===== src/rtl/hello_pkg.sv =====
// Shared definitions for the hello_world UART reporter: FSM encoding,
// message length and default clocking.
package hello_pkg;

    typedef enum logic [1:0] {
        ST_IDLE  = 2'd0,
        ST_START = 2'd1,
        ST_DATA  = 2'd2,
        ST_STOP  = 2'd3
    } state_t;

    localparam int MSG_LEN = 14;
    localparam logic [3:0] LAST_BYTE = 4'(MSG_LEN - 1);

    localparam int DEF_CLK_FREQ = 100_000_000;
    localparam int DEF_BAUD     = 9600;

endpackage


===== src/rtl/hello_msg_rom.sv =====
// Combinational lookup of the "Hello world!\r\n" message; unused slots read as zero.
module hello_msg_rom (
    input  logic [3:0] i_idx,
    output logic [7:0] o_byte
);

    always_comb begin
        o_byte = 8'h00;
        case (i_idx)
            4'd0:    o_byte = 8'h48;
            4'd1:    o_byte = 8'h65;
            4'd2:    o_byte = 8'h6C;
            4'd3:    o_byte = 8'h6C;
            4'd4:    o_byte = 8'h6F;
            4'd5:    o_byte = 8'h20;
            4'd6:    o_byte = 8'h77;
            4'd7:    o_byte = 8'h6F;
            4'd8:    o_byte = 8'h72;
            4'd9:    o_byte = 8'h6C;
            4'd10:   o_byte = 8'h64;
            4'd11:   o_byte = 8'h21;
            4'd12:   o_byte = 8'h0D;
            4'd13:   o_byte = 8'h0A;
            default: o_byte = 8'h00;
        endcase
    end

endmodule


===== src/rtl/hello_uart_tx.sv =====
// 8N1 transmitter that sends the fixed greeting once per rising edge of start.
// All outputs are flops, so tx is glitch-free.
module hello_uart_tx
    import hello_pkg::*;
#(
    parameter int CLK_FREQ     = DEF_CLK_FREQ,
    parameter int BAUD         = DEF_BAUD,
    parameter int CLKS_PER_BIT = CLK_FREQ / BAUD
) (
    input  logic clk,
    input  logic rst_n,
    input  logic start,
    output logic tx,
    output logic busy,
    output logic done
);

    localparam int CNT_W = (CLKS_PER_BIT > 1) ? $clog2(CLKS_PER_BIT) : 1;
    localparam logic [CNT_W-1:0] CNT_LAST = CNT_W'(CLKS_PER_BIT - 1);

    state_t           r_state;
    logic [CNT_W-1:0] r_cnt;
    logic [2:0]       r_bit_idx;
    logic [3:0]       r_byte_idx;
    logic             r_start_q;
    logic             r_tx;
    logic             r_busy;
    logic             r_done;

    logic             w_trigger;
    logic             w_bit_end;
    logic [2:0]       w_next_bit;
    logic [7:0]       w_byte;

    hello_msg_rom u_rom (
        .i_idx  (r_byte_idx),
        .o_byte (w_byte)
    );

    assign w_trigger  = start & ~r_start_q;
    assign w_bit_end  = (r_cnt == CNT_LAST);
    assign w_next_bit = r_bit_idx + 3'd1;

    // tx is loaded with the value of the next bit at each boundary, so it is
    // already correct on the first cycle of that bit.
    always_ff @(posedge clk) begin
        if (!rst_n) begin
            r_state    <= ST_IDLE;
            r_cnt      <= '0;
            r_bit_idx  <= '0;
            r_byte_idx <= '0;
            r_start_q  <= 1'b1;
            r_tx       <= 1'b1;
            r_busy     <= 1'b0;
            r_done     <= 1'b0;
        end else begin
            r_start_q <= start;
            r_done    <= 1'b0;
            case (r_state)
                ST_IDLE: begin
                    r_tx  <= 1'b1;
                    r_cnt <= '0;
                    if (w_trigger) begin
                        r_state    <= ST_START;
                        r_byte_idx <= '0;
                        r_busy     <= 1'b1;
                        r_tx       <= 1'b0;
                    end
                end
                ST_START: begin
                    if (w_bit_end) begin
                        r_cnt     <= '0;
                        r_state   <= ST_DATA;
                        r_bit_idx <= '0;
                        r_tx      <= w_byte[0];
                    end else begin
                        r_cnt <= r_cnt + 1'b1;
                    end
                end
                ST_DATA: begin
                    if (w_bit_end) begin
                        r_cnt <= '0;
                        if (r_bit_idx == 3'd7) begin
                            r_state <= ST_STOP;
                            r_tx    <= 1'b1;
                        end else begin
                            r_bit_idx <= w_next_bit;
                            r_tx      <= w_byte[w_next_bit];
                        end
                    end else begin
                        r_cnt <= r_cnt + 1'b1;
                    end
                end
                ST_STOP: begin
                    if (w_bit_end) begin
                        r_cnt <= '0;
                        if (r_byte_idx < LAST_BYTE) begin
                            r_byte_idx <= r_byte_idx + 4'd1;
                            r_state    <= ST_START;
                            r_tx       <= 1'b0;
                        end else begin
                            r_state <= ST_IDLE;
                            r_busy  <= 1'b0;
                            r_done  <= 1'b1;
                            r_tx    <= 1'b1;
                        end
                    end else begin
                        r_cnt <= r_cnt + 1'b1;
                    end
                end
                default: begin
                    r_state <= ST_IDLE;
                    r_tx    <= 1'b1;
                    r_busy  <= 1'b0;
                end
            endcase
        end
    end

    assign tx   = r_tx;
    assign busy = r_busy;
    assign done = r_done;

endmodule


===== config.mk =====
export PLATFORM = sky130hd
export DESIGN_NAME = hello_uart_tx
export DESIGN_NICKNAME = d
export VERILOG_FILES = /design/src/rtl/hello_pkg.sv /design/src/rtl/hello_msg_rom.sv /design/src/rtl/hello_uart_tx.sv
export SDC_FILE = /design/constraint.sdc
export NUM_CORES = 1
export LEC_CHECK = 0
export ABC_AREA = 1
export CORE_ASPECT_RATIO = 0.75
export CORE_MARGIN = 1.5
export CORE_UTILIZATION = 54
export CTS_CLUSTER_DIAMETER = 30
export DETAILED_ROUTE_END_ITERATION = 8
export HOLD_SLACK_MARGIN = 0.05
export PLACE_DENSITY = 0.74
export SYNTH_ARGS = -nofsm -noshare
export SYNTH_HDL_FRONTEND = slang
export SYNTH_HIERARCHICAL = 1
export SYNTH_SLANG_ARGS = --single-unit

===== constraint.sdc =====
create_clock -name clk -period 1.64 [get_ports clk]
set_input_delay 0.164 -clock clk [delete_from_list [all_inputs] [get_ports clk]]
set_output_delay 0.164 -clock clk [all_outputs]
set_load 0.01 [all_outputs]

# [Word level (Yosys, flattened, before mapping)]
# Memories as Yosys holds them, arrays and structs flattened. A register that Yosys moved wholly into a read port is not among the register bits.
# Index checks and enable logic that the tools add are counted.
# Widths: inputs -> output; s select.
[classes] add_sub_neg=3 multipliers=0 div=0 n_lt_le_gt_ge=2 eq_ne=13 n_shift=0 n_mux=32 n_bitwise=2 reduce_logical=10
[op_table] op="$pmux 14 s2" n=1
[op_table] op="$mux 4" n=5
[op_table] op="$ne 2x2->1 const B" n=8
[op_table] op="$add 14x1->14 const B" n=1
[op_table] op="$eq 14x14->1 const B" n=1
[op_table] op="$mux 14" n=1
[op_table] op="$reduce_and 4->1" n=3
[op_table] op="$mux 1" n=11
[op_table] op="$mux 2" n=5
[op_table] op="$mux 3" n=3
[op_table] op="$pmux 2 s4" n=1
[op_table] op="$pmux 4 s2" n=1
[op_table] op="$pmux 3 s2" n=1
[op_table] op="$reduce_and 3->1" n=2
[op_table] op="$reduce_and 5->1" n=1
[op_table] op="$add 4x1->4 const B" n=1
[op_table] op="$eq 2x2->1 const B" n=2
[op_table] op="$lt 3x4->1 const B" n=1
[op_table] op="$lt 4x4->1 const B" n=1
[op_table] op="$pmux 1 s4" n=1
[op_table] op="$reduce_bool 2->1" n=2
[op_table] op="$add 3x1->3 const B" n=1
[op_table] op="$bmux 1 s3" n=1
[op_table] op="$eq 3x3->1 const B" n=1
[op_table] op="other kinds (6)" n=6
[totals] reg_bits=27 latchBits=0 ram_bits=0 romBits=112 in_bits=3 out_inout_bits=3 word_cells=71 memories=1
[memory_table] name="(no name shown)" depth=16 width=7 rd=1 rd_clocked_by_memory_dff=1 wr=0 line="hello_msg_rom.sv:9" source="case (i_idx)"

# [Longest topological paths before layout]
# Gate-level depths: netlist of run 1.
[logic_depth] depth_word=6 mapped_depth=17

# [By module]
# Netlist of run 1, hierarchy kept.
[by_module_without_submodules] module="hello_uart_tx" instances=1 cells_per_inst=248 area_each_um2=1634.1
[by_module_without_submodules] module="hello_msg_rom" instances=1 cells_per_inst=47 area_each_um2=254.0

# [Worst setup path after synthesis of run 1]
# Ideal clock, no wire load.
[synth_path] kind="flip-flop to flip-flop" startpoint="register r_byte_idx[0]" endpoint="register r_tx, in the netlist tx" arrival_time_ns=1.486 path_slack_ns=0.042 stages_incl_launch_ff=17 cell_sequence="dfxtp_1 inv_1 ha_1 nand2_1 nand2_1 nand2_1 nand2_1 inv_1 nand2_1 nand3_1 nand2_1 nand2_1 nand3_1 nand2_1 nand2_1 nand2_1 nand2_1"
[synth_via] elab_chain_cells=4
[synth_lines] item="start: declaration" line="hello_uart_tx.sv:24" source="logic [3:0] r_byte_idx;"
[synth_lines] item="start signal: assignment" line="hello_uart_tx.sv:98" source="r_byte_idx <= r_byte_idx + 4'd1;"
[synth_lines] item="$lt 4x4->1" line="hello_uart_tx.sv:97" source="if (r_byte_idx < LAST_BYTE) begin"
[synth_lines] item="$mux 1" line="hello_uart_tx.sv:97"
[synth_lines] item="$mux 1" line="hello_uart_tx.sv:95" source="if (w_bit_end) begin"
[synth_lines] item="$pmux 1 s4" line="hello_uart_tx.sv:59" source="case (r_state)"
[synth_lines] item="end signal: assignment" line="hello_uart_tx.sv:75" source="r_tx <= w_byte[0];"
[synth_lines] item="end signal: assignment" line="hello_uart_tx.sv:88" source="r_tx <= w_byte[w_next_bit];"
[synth_lines] item="end: declaration" line="hello_uart_tx.sv:26" source="logic r_tx;"
# No other way between the ends. The select of a mux whose other input is x is not followed.
# A chain may end at the register's enable or synchronous reset.

# [Worst setup path after layout of run 1]
[layout_path] startpoint="register r_byte_idx[1]" endpoint="register r_tx, in the netlist tx"
# Same word-level chain as after synthesis.

==> impl_results.md, run 1 <==
* Critical path peak fanout at 5
* Number of violations reported at the end of detailed-routing iteration 0 at 124
* Number of nets produced by synthesis at roughly 310
* Ports placed on the boundary at 6
* Die extent in y at ~54 µm
* Number of endpoints failing setup at the final stage at 0
* Worst min-delay path class: in -> reg
* Tmin final at roughly 1600 ps
* Maximum clock frequency at 0.644 GHz
* Remaining global-route overflow at 0
* Hold Violations, Final at 0
* Maximum vdd drop at between 0.5 and 0.6 mV
* Max-slew violations at 0
* Number of library cell types mapped by synthesis at 28
* Clock-pin slew of the registers on the worst-case setup and hold paths at 90 ps
* Static Leakage at 0.999 nW
* Post-route fraction of the period consumed by the critical path at 94.6%
* Endpoint arrival time on the critical path at 1730 ps
* TritonRoute pass-1 iters at 4
* Hold path depth at 3
* Post-route core utilization at between 60% and 70%
* DRT antenna net count at 0
* Number of global-route vias before repair at ~1,400
* CTS tree: built
* Critical path data required time at between 1500 and 2000 ps
* Critical R2R Launch: r_byte_idx[1]
* Average size of a mapped cell at between 6 and 7 µm²
* Endpoint kind of the worst setup timing path: flop
* Setup Skew at ~6.2 ps
* Seq/Total Area, Yosys at between 20% and 30%
* Hold_buf cts at 0
* Register bit total from synthesis at 27
* Accumulated negative setup slack at 0 ps
* Total Power Consumption at roughly 1.6 mW
* X dimension of the die at 71.3 µm
* Num CTS Buffers at 3
* Largest net degree at the start of global routing at 15
* Max-capacitance violation count at 0
* Clock insertion delay at the later pin of the skew report at roughly 270 ps
* Post-synthesis instance total at a little under 300
* Total of warnings raised by yosys at 6
* Num rows at 18
* Post-DR wirelength/cell at about 11 µm
* Type of the setup path with the least slack: reg -> reg
* Area delta synth->final at 18.3%
* Vias after detailed routing at around 1,800
* H-tree depth at 1
* Number of nets in the layout at ~340
* Number of design rule violations left after detail routing at 0
* Power density normalized to cell area at roughly 700 nW/µm²
* Status: finished, final reports clean
* Number of diodes added for antenna fixing at 0
* Area of the die at around 3900 µm²
* Global-route wire length before repair at about 6400 µm
* Bufs on Longest Clock Path at 2
* Worst-case register-to-register setup slack at slightly below 90 ps
* Detailed Place HPWL at roughly 2900 µm
* Count of input and output buffers at 5
* Gp weighted congestion at about 0.87
* Cell area after synthesis at about 1900 µm²
* Core Area at between 3000 and 4000 µm²
* Worst hold slack at ~430 ps
* DP Worst Slack at around 38 ps
* Kind of launch point of the worst setup path: flop
* Number of antenna violations at the first check in global routing at 0
* Share of layout cells above drive strength 1 at a little under a fifth
* End point of the worst hold path: r_start_q
* CTS Sinks at 27
* Capturing point of the worst reg2reg path: tx
* Global-route total usage across every layer at approximately a fifth
* Root buf cell: clkbuf_8
* Via density per instance at roughly 5
* Worst Reg-to-Reg Cells at 15
* Hold path start: start
* Starting density of the core at a little under three fifths
* Most frequent standard cell in the layout excluding fill and tap cells: nand2_1
* Post-route worst setup slack at roughly 90 ps
* Setup repair after global routing missed its margin: true
* Commonest cells after routing, fill and taps aside: nand2_1 (76), inv_1 (45), nand3_1 (31)
* Aggregate routed wire length at about 4000 µm
## kinds of logic after synthesis
kind of cell / after synthesis / share of synthesized area, %
other: 1 / 0.199
AND/OR/NAND/NOR: 167 / 39.8
adder cells (fa/ha/maj): 16 / 10.6
flip-flops: 27 / 28.6
buffers and inverters: 57 / 12.0
AO/OA/AOI/OAI: 21 / 5.96
XOR/XNOR: 6 / 2.78
## report_power, final
| part | total (mW) | internal, mW | switching (mW) |
|---|---|---|---|
| registers | 0.719 | 0.688 | 0.0314 |
| logic | 0.457 | 0.175 | 0.282 |
| clock network | 0.376 | 0.174 | 0.202 |
## how the worst max path moves through the flow
stage,from,end
floorplan,r_byte_idx[0],tx
global placement,r_byte_idx[0],tx
detailed placement,r_byte_idx[1],tx
CTS,r_byte_idx[1],tx
global route,r_byte_idx[1],tx
finish,r_byte_idx[1],tx
## cell usage after synthesis
cell type	instances	area [µm²]
nand2_1	83	312
inv_1	50	188
nand3_1	31	155
nor2_1	28	105
dfxtp_1	27	541
ha_1	16	200
a21oi_1	15	75.1
nor2_2	5	31.3
nor3_1	5	25.0
inv_2	4	15.0
nand2_2	4	25.0
nand4_1	4	25.0
xor2_1	4	35.0
nand3_2	3	30.0
o21ai_0	2	10.0
xnor2_1	2	17.5
a22oi_1	1	7.51
buf_2	1	5.00
buf_4	1	7.51
buf_6	1	11.3
conb_1	1	3.75
nand2_4	1	11.3
nor3_2	1	10.0
nor3_4	1	16.3
o211ai_1	1	7.51
o21ai_1	1	5.00
o21bai_1	1	7.51
or2_2	1	6.26
## sequential cells by signal, summed over array words and instances, names as in the netlist
signal,flops
tx,1
r_state,2
done,1
r_start_q,1
r_bit_idx,3
r_cnt,14
busy,1
r_byte_idx,4
## area by class of cell
class                   count  area, µm²
flip-flops and latches     27        548
clock buffers               4       45.0
inverters                  54        210
well taps                  40       50.0
fillers                   272       1080
repair buffers             21        178
multi-input cells         211       1200
## layer usage
layer  vias up  track usage, %  share of wire, %
met1       786            32.4                53
met3         6            3.87               4.5
li1        962               -                 -
met4         0            4.72               1.4
met2        38            29.8                41
met5         -               0                 0
## repair_timing
| item | 4_1_cts | 5_1_grt |
|---|---|---|
| setup buffers | 0 | 6 |
| setup endpoints to repair | 0 | 6 |
| resized for setup | 0 | 32 |
## critical path, cell delays in order (launching register included)
cell and delay [ps]:
dfxtp_4 390, inv_8 50, ha_4 260, nand2_1 50, nand3_1 80, nand2_1 60, inv_1 60, nand2_1 50
nand3_1 80, nand2_1 50, nand2_1 60, nand3_1 60, nand2_1 60, nand2_1 50, nand2_1 50, nand2_1 50
## stage by stage
| step | instance area [µm²] | instances |
|---|---|---|
| floorplan | 1890 | 295 |
| global placement | 2040 | 347 |
| detailed placement | 2040 | 347 |
| CTS | 2080 | 351 |
| global route | 2230 | 357 |
| finish | 2230 | 357 |
Power figures use the tool's default switching activity.
==> run 2, diff against run 1 <==
SLEW_MARGIN = 20   (was not set)
==> results of run 2 <==
No change in the layout: final DEF, timing and power equal those of run 1.
==> run 3, diff against run 2 <==
CORE_UTILIZATION = 57   (was 54)
CTS_BUF_LIST = sky130_fd_sc_hd__clkbuf_4   (was not set)
PLACE_DENSITY = 0.78   (was 0.74)
TNS_END_PERCENT = 50   (was not set)
==> impl_results.md, run 3 (synthesized netlist as in run 1, its figures left out) <==
* Area of the die at 3670 µm² (-5.0%)
* Number of endpoints failing setup at the final stage at 0 (unchanged)
* Crit path max-delay cell type: dfxtp_2
* Final-layout fill cell count at 281 (+3.3%)
* Static Leakage at 0.947 nW (-5.2%)
* Worst stage delay on the critical path at 360 ps (-30 ps)
* TritonRoute pass-1 iters at 4 (unchanged)
* CTS Sinks at 27 (unchanged)
* Gp weighted congestion at 0.860 (-1.0%)
* Post-route fraction of the period consumed by the critical path at 94.4% (-0.18 points)
* Num rows at 17 (-1)
* Global-route wire length before repair at 6610 µm (+2.9%)
* H-tree depth at 1 (unchanged)
* Largest register by flop count: r_cnt
* Most frequent cell on the critical path: nand2_1
* Buffer count from post-CTS setup fixing at 0 (unchanged)
* Kind of launch point of the worst setup path: flop
* Ordered list of cells on the worst path: buf_4 > ha_2 > nand2_1 > nand2_1 > nand2_1 > nand2_1 > inv_1 > nand2_1 > nand3_1 > nand2_1 > nand2_1 > nand3_1 > nand2_1 > nand2_1 > nand2_1 > nand2_1
* X dimension of the die at 69.5 µm (-2.6%)
* Setup repair after global routing missed its margin: true
* Startpoint of the worst setup timing path: r_byte_idx[0]
* Status: finished, final reports clean
* Via density per instance at 4.89 (-2.6%)
* Number of nets in the layout at 331 (-1.8%)
* Root buf cell: clkbuf_4
* Bufs on Longest Clock Path at 2 (unchanged)
* Global-route total usage across every layer at 22.3% (+1.4 points)
* Critical path data required time at 1890 ps (+70 ps)
* Post-CTS sizing at 0 (unchanged)
* Count of input and output buffers at 5 (unchanged)
* Ports placed on the boundary at 6 (unchanged)
* Cell Count, Final, Fillers Out at 349 (-2.2%)
* Power density normalized to cell area at 707 nW/µm² (+1.7%)
* DRT antenna net count at 0 (unchanged)
* Internal at 978 µW (-5.7%)
* Met2 track demand over resource in global routing at 34.9% (+5.2 points)
* Aggregate routed wire length at 3710 µm (-7.7%)
* Part of the total power dissipated in combinational logic at 30.6% (+1.2 points)
* Placed cells at 345 (-0.58%)
* Number of global-route vias before repair at 1,551 (+8.2%)
* Detailed Place HPWL at 2920 µm (+1.5%)
* Number of antenna violations at the first check in global routing at 0 (unchanged)
* Switching power of the nets at 515 µW (-0.14%)
* Post-DR wirelength/cell at 10.6 µm (-5.6%)
* Max-capacitance violation count at 0 (unchanged)
* Number of violations reported at the end of detailed-routing iteration 0 at 105 (-15%)
* CP Buf/Inv Count at 2 (unchanged)
* Share of layout cells above drive strength 1 at 14.8% (-4.1 points)
* Number of design rule violations left after detail routing at 0 (unchanged)
* Fraction of power consumed by sequential logic at 48.6% (+2.3 points)
* Remaining global-route overflow at 0 (unchanged)
* Total Power Consumption at 1.49 mW (-3.9%)
* Global Route met3 Usage at 4.23% (+0.36 points)
* Hold Violations, Final at 0 (unchanged)
* Largest net degree at the start of global routing at 15 (unchanged)
* Most Crowded Layer GR: met2
* Post-route worst setup slack at 91.1 ps (+2.87 ps)
* DP Worst Slack at 40.8 ps (+2.61 ps)
* Post-route core utilization at 69.4% (+2.0 points)
* Worst min-delay path class: in -> reg
* Num CTS Buffers at 3 (unchanged)
* Maximum clock frequency at 0.646 GHz (+0.19%)
* Hold_buf cts at 0 (unchanged)
* Clock insertion delay at the later pin of the skew report at 330 ps (+60 ps)
* Starting density of the core at 62.1% (+5.0 points)
* Met1 GRT Util at 32.7% (+0.31 points)
* Endpoint kind of the worst setup timing path: flop
* Clock-pin slew of the registers on the worst-case setup and hold paths at 150 ps (+60 ps)
* Hold path start: start
* Max-slew violations at 0 (unchanged)
* Most frequent standard cell in the layout excluding fill and tap cells: nand2_1
* Vias after detailed routing at 1,706 (-4.8%)
* Clk pwr share at 20.7% (-3.5 points)
* Largest delay share family, worst path: simple AND/OR/NAND/NOR gates
* Largest registers ranked by flip-flop count: r_cnt (14), r_byte_idx (4), r_bit_idx (3)
* Switching fraction of total power at 34.5% (+1.3 points)
* Area delta synth->final at 11.9%
* Critical R2R Launch: r_byte_idx[0]
* Type of the setup path with the least slack: reg -> reg
* Number of flip-flops in the largest register at 14 (unchanged)
* Setup Skew at 5.20 ps (-0.957 ps)
* Critical path peak fanout at 6 (+1)
* Tmin final at 1550 ps (-2.87 ps)
* CTS tree: built
* Commonest cells after routing, fill and taps aside: nand2_1 (80), inv_1 (49), nand3_1 (31)
* Core Area at 3040 µm² (-8.1%)
* Die extent in y at 52.8 µm (-2.5%)
* Maximum vdd drop at 0.593 mV (+5.3%)
* Endpoint arrival time on the critical path at 1800 ps (+70 ps)
* Number of diodes added for antenna fixing at 0 (unchanged)
run 3: cell types whose count changed in the layout (fill, tap and decap cells not counted), moves of 2 or more:
cell,previous run,this run
nand2_2,11,6
buf_4,14,10
clkbuf_4,0,4
inv_1,45,49
nand2_1,76,80
clkbuf_8,3,0
ha_2,1,4
ha_4,4,1
inv_2,8,5
buf_6,2,0
dfxtp_2,0,2
dfxtp_4,2,0
run 3: cell type report:
| cell class | count | area, µm² | area share [%] |
|---|---|---|---|
| multi-input combinational | 211 | 1160 | 55.1 |
| tap | 38 | 47.5 | 2.25 |
| inverter | 54 | 203 | 9.60 |
| sequential | 27 | 543 | 25.7 |
| clock buffer | 4 | 30.0 | 1.42 |
| timing repair buffer | 15 | 125 | 5.92 |
run 3: per-layer routing:
layer  share of wire, %  wire length, µm
met1                 57             2100
met4               0.35               13
met5                  0                0
met3                4.2              156
met2                 39             1440
run 3: final timing paths:
check,to,slack (ps),depth (start not counted)
worst max-delay path,tx,90,16
worst min-delay path,r_start_q,400,3
worst max register to register,tx,90,16
worst min register to register,r_cnt[0],440,1
run 3: worst reg2reg max path, cell delays in order (launching register included):
cell	delay, ps
dfxtp_2	360
buf_4	150
ha_2	190
nand2_1	60
nand2_1	50
nand2_1	60
nand2_1	50
inv_1	60
nand2_1	50
nand3_1	70
nand2_1	50
nand2_1	50
nand3_1	70
nand2_1	60
nand2_1	40
nand2_1	50
nand2_1	40
run 3: stage by stage:
stage / cell area, µm² / hold WS, ps / setup TNS [ps]
after floorplan: 1890 / 233 / 0
after global placement: 2040 / 430 / 0
after detailed placement: 2040 / 436 / 0
after CTS: 2070 / 411 / 0
after global routing: 2110 / 415 / -75.4
final: 2110 / 395 / 0
run 3: power groups by stage:
stage          Clock (mW)  Sequential [mW]  Combinational (mW)
2_1_floorplan           0            0.737               0.318
3_3_place_gp            0            0.736               0.424
3_5_place_dp            0            0.737               0.433
4_1_cts             0.312            0.723               0.443
5_1_grt             0.325            0.729               0.524
6_report            0.310            0.726               0.457
